[config.mk]
export PLATFORM = sky130hd
export DESIGN_NAME = seg_readback
export DESIGN_NICKNAME = d
export VERILOG_FILES = /design/src/rtl/seg_pkg.sv /design/src/rtl/seg_filter.sv /design/src/rtl/seg_readback.sv
export SDC_FILE = /design/constraint.sdc
export NUM_CORES = 1
export LEC_CHECK = 0
export BUFFER_PORTS_ARGS = -buffer_cell sky130_fd_sc_hd__buf_2
export CORE_MARGIN = 2
export CORE_UTILIZATION = 52
export CTS_BUF_LIST = sky130_fd_sc_hd__clkbuf_16
export DETAILED_ROUTE_END_ITERATION = 10
export GPL_TIMING_DRIVEN = 0
export MAX_ROUTING_LAYER = met4
export PLACE_DENSITY = 0.84
export SYNTH_ARGS = -nofsm -noshare
export SYNTH_HDL_FRONTEND = slang
export SYNTH_SLANG_ARGS = --single-unit
[constraint.sdc]
create_clock -name clk -period 2.6 [get_ports clk]
set_input_delay 0.26 -clock clk [delete_from_list [all_inputs] [get_ports clk]]
set_output_delay 0.26 -clock clk [all_outputs]
set_load 0.1 [all_outputs]
[src/rtl/seg_pkg.sv]
// rtl/seg_pkg.sv - segment encodings, readback FSM states and the pattern decode helper
package seg_pkg;

  localparam int SEG_A = 0;
  localparam int SEG_B = 1;
  localparam int SEG_C = 2;
  localparam int SEG_D = 3;
  localparam int SEG_E = 4;
  localparam int SEG_F = 5;
  localparam int SEG_G = 6;

  localparam logic [6:0] BIT_A = 7'(1 << SEG_A);
  localparam logic [6:0] BIT_B = 7'(1 << SEG_B);
  localparam logic [6:0] BIT_C = 7'(1 << SEG_C);
  localparam logic [6:0] BIT_D = 7'(1 << SEG_D);
  localparam logic [6:0] BIT_E = 7'(1 << SEG_E);
  localparam logic [6:0] BIT_F = 7'(1 << SEG_F);
  localparam logic [6:0] BIT_G = 7'(1 << SEG_G);

  localparam logic [6:0] SEG_0     = BIT_A | BIT_B | BIT_C | BIT_D | BIT_E | BIT_F;
  localparam logic [6:0] SEG_1     = BIT_B | BIT_C;
  localparam logic [6:0] SEG_2     = BIT_A | BIT_B | BIT_D | BIT_E | BIT_G;
  localparam logic [6:0] SEG_3     = BIT_A | BIT_B | BIT_C | BIT_D | BIT_G;
  localparam logic [6:0] SEG_4     = BIT_B | BIT_C | BIT_F | BIT_G;
  localparam logic [6:0] SEG_5     = BIT_A | BIT_C | BIT_D | BIT_F | BIT_G;
  localparam logic [6:0] SEG_6     = BIT_A | BIT_C | BIT_D | BIT_E | BIT_F | BIT_G;
  localparam logic [6:0] SEG_7     = BIT_A | BIT_B | BIT_C;
  localparam logic [6:0] SEG_8     = BIT_A | BIT_B | BIT_C | BIT_D | BIT_E | BIT_F | BIT_G;
  localparam logic [6:0] SEG_9     = BIT_A | BIT_B | BIT_C | BIT_D | BIT_F | BIT_G;
  localparam logic [6:0] SEG_BLANK = 7'h00;

  typedef enum logic [1:0] {
    EMPTY = 2'd0,
    TRACK = 2'd1,
    FAULT = 2'd2
  } seg_state_t;

  typedef struct packed {
    logic       legal;
    logic       blank;
    logic [3:0] digit;
  } seg_dec_t;

  function automatic seg_dec_t seg_decode(input logic [6:0] pat);
    seg_dec_t d;
    d.legal = 1'b1;
    d.blank = 1'b0;
    d.digit = 4'd0;
    case (pat)
      SEG_0:     d.digit = 4'd0;
      SEG_1:     d.digit = 4'd1;
      SEG_2:     d.digit = 4'd2;
      SEG_3:     d.digit = 4'd3;
      SEG_4:     d.digit = 4'd4;
      SEG_5:     d.digit = 4'd5;
      SEG_6:     d.digit = 4'd6;
      SEG_7:     d.digit = 4'd7;
      SEG_8:     d.digit = 4'd8;
      SEG_9:     d.digit = 4'd9;
      SEG_BLANK: begin
        d.legal = 1'b0;
        d.blank = 1'b1;
      end
      default:   d.legal = 1'b0;
    endcase
    return d;
  endfunction

  function automatic logic [3:0] inc10(input logic [3:0] d);
    return (d == 4'd9) ? 4'd0 : d + 4'd1;
  endfunction

  function automatic logic [3:0] dec10(input logic [3:0] d);
    return (d == 4'd0) ? 4'd9 : d - 4'd1;
  endfunction

endpackage

[src/rtl/seg_filter.sv]
// rtl/seg_filter.sv - input register plus stability filter; SEG_READBACK_HOLDCHK_EN exposes the abandon strobe
module seg_filter import seg_pkg::*; #(
  parameter int STABLE_CYCLES = 4
) (
  input  logic       clk,
  input  logic       rst,
  input  logic [6:0] seg,
  output logic       accept,
  output logic [6:0] acc_pat
`ifdef SEG_READBACK_HOLDCHK_EN
  ,
  output logic       abandon
`endif
);

  localparam logic [7:0] RUN_MAX = 8'(STABLE_CYCLES);

  logic [6:0] seg_q;
  logic [6:0] cand;
  logic [6:0] last_acc;
  logic [7:0] run;
  logic       load;

  assign load    = (seg_q != cand);
  assign acc_pat = load ? seg_q : cand;

  // run saturates at RUN_MAX, so the RUN_MAX-1 -> RUN_MAX step happens once per candidate
  assign accept = (load ? (RUN_MAX == 8'd1) : (run == RUN_MAX - 8'd1))
                  && (acc_pat != last_acc);

  always_ff @(posedge clk) begin
    if (rst) begin
      seg_q    <= SEG_BLANK;
      cand     <= SEG_BLANK;
      last_acc <= SEG_BLANK;
      run      <= 8'd0;
    end else begin
      seg_q <= seg;
      if (load) begin
        cand <= seg_q;
        run  <= 8'd1;
      end else if (run != RUN_MAX) begin
        run <= run + 8'd1;
      end
      if (accept) begin
        last_acc <= acc_pat;
      end
    end
  end

`ifdef SEG_READBACK_HOLDCHK_EN
  assign abandon = load && (run != RUN_MAX) && (cand != last_acc);
`endif

endmodule

[src/rtl/seg_readback.sv]
// rtl/seg_readback.sv - 7-segment readback decoder and step classifier
// SEG_READBACK_HOLDCHK_EN adds hold_err and glitch_cnt for abandoned candidates.
module seg_readback import seg_pkg::*; #(
  parameter int STABLE_CYCLES = 4,
  parameter int CNT_W         = 8
) (
  input  logic             clk,
  input  logic             rst,
  input  logic [6:0]       seg,
  output logic [3:0]       digit,
  output logic             digit_valid,
  output logic             blank,
  output logic             step_up,
  output logic             step_down,
  output logic             step_jump,
  output logic             err_invalid,
  output logic [CNT_W-1:0] up_cnt,
  output logic [CNT_W-1:0] down_cnt
`ifdef SEG_READBACK_HOLDCHK_EN
  ,
  output logic             hold_err,
  output logic [7:0]       glitch_cnt
`endif
);

  logic       accept;
  logic [6:0] acc_pat;
  seg_dec_t   dec;
  seg_state_t state, state_n;

  logic [3:0]       digit_n;
  logic             digit_valid_n, blank_n;
  logic             up_n, down_n, jump_n, err_n;
  logic [CNT_W-1:0] up_cnt_n, down_cnt_n;

`ifdef SEG_READBACK_HOLDCHK_EN
  logic abandon;

  seg_filter #(.STABLE_CYCLES(STABLE_CYCLES)) u_filter (
    .clk     (clk),
    .rst     (rst),
    .seg     (seg),
    .accept  (accept),
    .acc_pat (acc_pat),
    .abandon (abandon)
  );

  always_ff @(posedge clk) begin
    if (rst) begin
      hold_err   <= 1'b0;
      glitch_cnt <= 8'd0;
    end else begin
      hold_err <= abandon;
      if (abandon && (glitch_cnt != 8'hFF)) begin
        glitch_cnt <= glitch_cnt + 8'd1;
      end
    end
  end
`else
  seg_filter #(.STABLE_CYCLES(STABLE_CYCLES)) u_filter (
    .clk     (clk),
    .rst     (rst),
    .seg     (seg),
    .accept  (accept),
    .acc_pat (acc_pat)
  );
`endif

  assign dec = seg_decode(acc_pat);

  always_ff @(posedge clk) begin
    if (rst) begin
      state       <= EMPTY;
      digit       <= 4'd0;
      digit_valid <= 1'b0;
      blank       <= 1'b0;
      step_up     <= 1'b0;
      step_down   <= 1'b0;
      step_jump   <= 1'b0;
      err_invalid <= 1'b0;
      up_cnt      <= '0;
      down_cnt    <= '0;
    end else begin
      state       <= state_n;
      digit       <= digit_n;
      digit_valid <= digit_valid_n;
      blank       <= blank_n;
      step_up     <= up_n;
      step_down   <= down_n;
      step_jump   <= jump_n;
      err_invalid <= err_n;
      up_cnt      <= up_cnt_n;
      down_cnt    <= down_cnt_n;
    end
  end

  always_comb begin
    state_n = state;
    if (accept) begin
      if (dec.blank)      state_n = EMPTY;
      else if (dec.legal) state_n = TRACK;
      else                state_n = FAULT;
    end
  end

  // Only TRACK holds a trustworthy previous digit, so only TRACK classifies steps
  always_comb begin
    digit_n       = digit;
    digit_valid_n = digit_valid;
    blank_n       = blank;
    up_n          = 1'b0;
    down_n        = 1'b0;
    jump_n        = 1'b0;
    err_n         = 1'b0;
    up_cnt_n      = up_cnt;
    down_cnt_n    = down_cnt;
    if (accept) begin
      digit_valid_n = dec.legal;
      blank_n       = dec.blank;
      err_n         = !dec.legal && !dec.blank;
      if (dec.legal) begin
        digit_n = dec.digit;
        if (state == TRACK) begin
          if (dec.digit == inc10(digit)) begin
            up_n     = 1'b1;
            up_cnt_n = up_cnt + CNT_W'(1);
          end else if (dec.digit == dec10(digit)) begin
            down_n     = 1'b1;
            down_cnt_n = down_cnt + CNT_W'(1);
          end else begin
            jump_n = 1'b1;
          end
        end
      end
    end
  end

endmodule

==> results of run 1 <==
[metrics by stage]
stage                     hold slack, ns  utilization [%]  setup slack, ns
after floorplan                   0.3880                -         -0.09291
after global placement            0.4502            59.87          -0.3742
after detailed placement          0.4705            59.87          -0.4211
after CTS                         0.1395            70.97          -0.2457
after global routing              0.1609            76.14          -0.3190
final                             0.1429            76.14          -0.2664
[cell families (layout without fill, tap and decap cells)]
family | after synthesis | in the layout | share of synthesized area, %
simple gates | 141 | 141 | 28.58
fa+ha+maj | 4 | 4 | 1.812
buf+inv | 24 | 102 | 3.850
flops | 57 | 57 | 41.30
mux | 11 | 11 | 4.031
compound gates | 53 | 53 | 11.23
xor+xnor | 29 | 29 | 9.194
[report_power, final]
part	internal (mW)	switching [mW]	leakage, nW
registers	0.883	0.00949	0.468
logic	0.0612	0.0767	0.855
clock network	0.681	0.387	0.140
total	1.62	0.474	1.46
[per-layer routing]
metal  part of all wire, %  GRT usage (%)  vias up
li1                      -              -     1281
met3                   7.1          6.824       31
met1                    39          28.50     1334
met5                     0              -        -
met4                   3.1          12.91        0
met2                    51          42.89      155
[registers in the layout, summed over array words and instances (netlist names), 2 cells and up]
register / cells
u_filter.cand: 7
down_cnt: 8
up_cnt: 8
u_filter.last_acc: 7
u_filter.run: 8
state: 2
digit: 4
u_filter.seg_q: 7
[timing repair]
action | in CTS | in global routing
gates resized for setup | 37 | 42
pin swaps | 19 | 20
setup buffers | 18 | 12
setup endpoints to repair | 26 | 23
[final timing paths]
kind | cells past startpoint | end | slack (ns)
setup / recovery | 7 | down_cnt[7]$_SDFFE_PP0P_ | -0.27
hold / removal | 2 | u_filter.seg_q[4]$_SDFF_PP0_ | 0.14
setup reg to reg | 7 | down_cnt[7]$_SDFFE_PP0P_ | -0.27
hold reg to reg | 2 | up_cnt[7]$_SDFFE_PP0P_ | 0.49
[layout by cell type, fill, tap and decap left out, types with 5 or more instances in the layout]
cell       netlist  routed
a21oi_1         24      16
a21oi_2          0       7
buf_2            7      35
buf_4            0      28
buf_6            1       7
clkbuf_1         8       5
clkbuf_16        0      10
dfxtp_1         57      48
dfxtp_4          0       6
inv_1            8       9
mux2i_1         10      10
nand2_1         14      13
nand2b_1         5       5
nand3_1         15      14
nand4_1          6       6
nor2_1          30      27
nor2b_1         16      16
nor3_1          10       8
o21ai_0         11       8
or3_1            9       6
or4_4            1       6
xnor2_1         17      14
xor2_1          12      11
[worst max-delay path: stages (launching register included)]
cell and delay (ns):
dfxtp_1 0.34, or4_4 0.53, nor2_2 0.14, nand3b_1 0.14
a2111o_1 0.51, or4_4 0.57, or4_4 0.43, a21oi_2 0.14
[layout make-up]
type	count	area, um2	share of cell area [%]
multi-input cells	238	1785	45.91
inverters	8	30.03	0.7722
clock inverters	5	21.27	0.5470
clock buffers	10	250.2	6.435
repair buffers	64	430.4	11.07
plain buffers	15	116.4	2.992
well taps	70	87.58	2.252
flip-flops and latches	57	1167	30.02
==> impl_results.md, run 1 <==
- Status: finished with violations
- Failing checks: setup timing
- Design area: 3889 um2
- CTS tree: yes
- Reg clk slew, reported paths: 0.05 ns
- Sequential-to-total area share from yosys stat: 41.30%
- Worst slew margin: between 50% and 60%
- Vias: 2801
- Arrival time worst endpoint: 3.12 ns
- Max-Cap Viols: 0
- Pwr per Cell Area: 539.6 nW/um2
- Starting Density: 54.09%
- Critical path fanouts, max: 4
- Initial antenna violation count: 0
- Min-delay src: seg[4]
- Clock Root Buffer: clkbuf_16
- Core ar.: just over 5000 um2
- Maximum vdd drop: 0.4093 mV
- Fin crit period: between 2 and 3 ns
- Number of global-route vias before repair: 2542
- N_diodes: 0
- Number of CTS-inserted buffers: 9
- Worst setup path category: flop to flop
- Worst skew pair latency: 0.33 ns
- Unrepaired setup endpoints after global routing: true
- Worst Path Required: 2.85 ns
- Worst setup startpoint: u_filter.run[5]$_SDFFE_PP0P_
- Final Hold Vio Count: 0
- Critical Path Sink Type: flop
- DRC viols: 0
- Fin cells: roughly 470
- Synthesized net count: approximately 330
- Max clock buf depth: 2
- Sink Count: 57
- Layout fillers: roughly 320
- RePlAce Congestion: approximately 0.87
- Die area: between 5000 and 6000 um2
- DPL Wire Length: between 4000 and 5000 um
- GRT Util Overall: about 26%
- CP startpoint kind: flop
- Buffers on Ports: 34
- Placed cell count: around 420
- Initial DRC Count: 353
- Final period utilization: 110.2%
- Vias per cell: roughly 6
- Placed inst area: 3058 um2
- I/O pin count: 35
- Routed length per instance: around 17 um
- Predominant post-synthesis flop cell: dfxtp_1
- DIE WIDTH: around 77 um
- Syn Std Cell Area: roughly 2800 um2
- Max Clk Rate: about 350 MHz
- Top-count cell post-synth: dfxtp_1
- Row cnt: 26
- Setup TNS: -1.845 ns
- Routed Antenna Nets: 0
- Clock skew: about 0.0086 ns
- H-Tree Depth: 3
- Setup violators final: 13
- Die Y: between 70 and 80 um
- Final Max Tran Viols: 0
- Final wirelength: approximately 7900 um
- Mapped Cells: approximately 320
- Largest net degree at the start of global routing: 11
- Syn Area/Cell: a little under 9 um2
- Power, Total: ~2.1 mW
- Number of synthesized flops with an enable pin: 0
- Hold WC Path Type: input port to flop
- Cell taking the most area after synthesis: dfxtp_1
- Hold_buf cts: 0
- Area grow syn2layout: 40.76%
- Flops & latches, synth: 57
- P_leak: 1.462 nW
- GRT overflow: 0
- DRT Pass-1 Iters: 5
- Setup WS post-layout: -0.2664 ns
- Worst slew pin tran: about 0.67 ns
- Async S/R FF share, synth: 0%
- Cell variety after synth: 44
- Worst r2r src: u_filter.run[5]$_SDFFE_PP0P_
- Ys Warns: 0
- Dominant cells by area after synthesis: dfxtp_1, xnor2_1, a21oi_1, nor2_1, xor2_1
- First-pass GRT wire length: roughly 12000 um
- Post-synth top area share: between 40% and 50%
- Layout cells sized above 1: around 36%
- Post-synth top cells: dfxtp_1, nor2_1, a21oi_1
- Nets: between 400 and 500
No activity file was read; power rests on OpenSTA's default activity.
==> run 2, diff against run 1 <==
--- a/config.mk
+++ b/config.mk
@@ -6,13 +6,12 @@
 export NUM_CORES = 1
 export LEC_CHECK = 0
 export BUFFER_PORTS_ARGS = -buffer_cell sky130_fd_sc_hd__buf_2
-export CORE_MARGIN = 2
-export CORE_UTILIZATION = 52
+export CORE_UTILIZATION = 57
 export CTS_BUF_LIST = sky130_fd_sc_hd__clkbuf_16
 export DETAILED_ROUTE_END_ITERATION = 10
 export GPL_TIMING_DRIVEN = 0
 export MAX_ROUTING_LAYER = met4
-export PLACE_DENSITY = 0.84
+export PLACE_DENSITY = 0.79
 export SYNTH_ARGS = -nofsm -noshare
 export SYNTH_HDL_FRONTEND = slang
 export SYNTH_SLANG_ARGS = --single-unit
==> constraint.sdc (replaced) <==
create_clock -name clk -period 2.7 [get_ports clk]
set_input_delay 0.27 -clock clk [delete_from_list [all_inputs] [get_ports clk]]
set_output_delay 0.27 -clock clk [all_outputs]
set_load 0.1 [all_outputs]
==> run 2 against run 1 <==
Against the previous run:
- the run still ends with setup timing left
- die area is 13% lower
- register-to-register slack improved by 0.16 ns
- critical endpoint unchanged
- clock power fell by 9%
- maximum frequency increased by 2.2%
- via count down 9.1%
- critical path type unchanged
- core utilization up 2.3 points
- non-clock buffer count down 19
==> impl_results.md, run 2 (synthesized netlist as in run 1, its figures left out) <==
- Status: finished with violations (unchanged)
- Failing checks: setup timing (unchanged)
- Worst slew margin: 36.94% (was 54.67%)
- Max stage delay on crit path: 0.52 ns (was 0.57 ns)
- Clock skew: 0.005593 ns (was 0.008551 ns)
- Hold WC Path Type: input port to flop (unchanged)
- DRT Pass-1 Iters: 4 (was 5)
- CP startpoint kind: flop (unchanged)
- Worst setup path category: flop to flop (unchanged)
- Layout cells sized above 1: 27.18% (was 36.02%)
- Critical path fanouts, max: 6 (was 4)
- Die Y: 71.62 um (was 76.89 um)
- Design area: 3535 um2 (was 3889 um2)
- DIE WIDTH: 71.62 um (was 76.89 um)
- Crit-path slowest cell: or4_4 (unchanged)
- Worst slew pin tran: 0.9328 ns (was 0.6705 ns)
- Buffers on Ports: 34 (unchanged)
- Sink Count: 57 (unchanged)
- Critical Path Sink Type: flop (unchanged)
- Setup TNS: -0.2825 ns (was -1.845 ns)
- Maximum vdd drop: 0.4382 mV (was 0.4093 mV)
- Largest net degree at the start of global routing: 11 (unchanged)
- Vias per cell: 5.905 (was 5.998)
- Initial DRC Count: 238 (was 353)
- Area grow syn2layout: 27.94% (was 40.76%)
- N_diodes: 0 (unchanged)
- Crit-path cells: or3b_1 -> a311oi_2 -> o21ai_1 -> a2111o_1 -> buf_6 -> or4_4 -> or4_1 -> a21oi_1 (was or4_4 -> nor2_2 -> nand3b_1 -> a2111o_1 -> or4_4 -> or4_4 -> a21oi_2)
- Final Hold Vio Count: 0 (unchanged)
- Placed inst area: 3023 um2 (was 3058 um2)
- Arrival time worst endpoint: 3.05 ns (was 3.12 ns)
- Routed length per instance: 15.45 um (was 16.87 um)
- H-Tree Depth: 3 (unchanged)
- Most frequent cells in the layout: dfxtp_1, buf_2, nor2_1, a21oi_1 (was dfxtp_1, buf_2, buf_4, nor2_1)
- Starting Density: 61.33% (was 54.09%)
- I/O pin count: 35 (unchanged)
- Worst skew pair latency: 0.32 ns (was 0.33 ns)
- GRT overflow: 0 (unchanged)
- DPL Wire Length: 4168 um (was 4388 um)
- Final Max Tran Viols: 0 (unchanged)
- Row cnt: 24 (was 26)
- Layout Utilization: 78.47% (was 76.14%)
- Setup violators final: 8 (was 13)
- Core ar.: 4504 um2 (was 5107 um2)
- Max-Cap Viols: 0 (unchanged)
- RePlAce Congestion: 0.9477 (was 0.8690)
- Hold_buf cts: 0 (unchanged)
- Setup WS post-layout: -0.1057 ns (was -0.2664 ns)
- WHS: 0.1560 ns (was 0.1429 ns)
- Number of CTS-inserted buffers: 9 (unchanged)
- Final period utilization: 103.9% (was 110.2%)
- Clock Root Buffer: clkbuf_16 (unchanged)
- Reg clk slew, reported paths: 0.05 ns (about the same)
- DRC viols: 0 (unchanged)
- Vias: 2545 (was 2801)
- Initial antenna violation count: 0 (unchanged)
- Worst Path Required: 2.95 ns (was 2.85 ns)
- P_leak: 1.320 nW (was 1.462 nW)
- Max Clk Rate: 356.4 MHz (was 348.9 MHz)
- First-pass GRT wire length: 10420 um (was 11830 um)
- Pwr per Cell Area: 549.0 nW/um2 (was 539.6 nW/um2)
- Max clock buf depth: 2 (unchanged)
- Die area: 5129 um2 (was 5912 um2)
- Top Registers: down_cnt x8, u_filter.run x8, up_cnt x8 (unchanged)
- Final wirelength: 6657 um (was 7876 um)
- Commonest non-fill, non-tap cell in the layout: dfxtp_1 (unchanged)
- Unrepaired setup endpoints after global routing: true (unchanged)
- Nets: 387 (was 406)
- GRT Util Overall: 26.82% (was 25.78%)
- CTS tree: yes (unchanged)
- Fin crit period: 2.806 ns (was 2.866 ns)
- Number of global-route vias before repair: 2367 (was 2542)
- Routed Antenna Nets: 0 (unchanged)
[run 2: changes by cell type in the layout (fill, tap and decap cells not counted), moves of 3 or more]
cell	before	now
a21oi_1	16	21
a21oi_2	7	3
buf_4	28	13
buf_6	7	2
nor4_2	3	0
o31ai_1	4	7
or4_1	3	6
or4_4	6	3
[run 2: final cells by class]
type | count | area (um2)
multi-input cells | 238 | 1659
repair buffers | 46 | 260.3
inverters | 8 | 30.03
plain buffers | 14 | 100.1
clock inverters | 7 | 28.78
fillers | 309 | 969.7
well taps | 52 | 65.06
flip-flops and latches | 57 | 1166
clock buffers | 9 | 225.2
[run 2: path summary, 6_finish.rpt]
| kind | startpoint | endpoint | cells after the start | slack, ns |
|---|---|---|---|---|
| worst max-delay path | u_filter.seg_q[5]$_SDFF_PP0_ | down_cnt[7]$_SDFFE_PP0P_ | 8 | -0.11 |
| worst min-delay path | seg[5] | u_filter.seg_q[5]$_SDFF_PP0_ | 2 | 0.16 |
| worst max register to register | u_filter.seg_q[5]$_SDFF_PP0_ | down_cnt[7]$_SDFFE_PP0P_ | 8 | -0.11 |
| worst min register to register | down_cnt[7]$_SDFFE_PP0P_ | down_cnt[7]$_SDFFE_PP0P_ | 2 | 0.50 |
[run 2: through the flow]
step / setup WS (ns) / power, mW / std cells
after floorplan: -0.004188 / 0.9373 / 319
after global placement: -0.2925 / 0.9599 / 405
after detailed placement: -0.3406 / 0.9620 / 405
after global routing: -0.1983 / 1.978 / 431
after CTS: -0.1539 / 1.916 / 429
final: -0.1057 / 1.941 / 431
[run 2: layer usage]
metal | GRT usage [%] | wire length, um
met5 | - | 0
met4 | 12.64 | 147
met3 | 4.923 | 377
met2 | 44.23 | 3241
met1 | 31.70 | 2891
[run 2: worst max-delay path, delay by kind of cell (launching register included)]
kind	cells	cell delay [ns]
AO/OA/AOI/OAI	4	0.91
buffers and inverters	1	0.14
flip-flops	1	0.36
AND/OR/NAND/NOR	3	1.32
[run 2: report_power, final]
group          switching (mW)  internal (mW)  total [mW]  leakage, nW
Combinational          0.0621         0.0462       0.108        0.722
Clock                   0.371          0.599       0.970        0.130
Sequential             0.0119          0.850       0.862        0.468
Total                   0.445           1.50        1.94         1.32
[run 2: repair_timing]
| action | CTS | global route |
|---|---|---|
| pin swaps | 10 | 10 |
| buffers inserted | 8 | 4 |
| gates resized for setup | 21 | 21 |
| setup endpoints to repair | 26 | 21 |
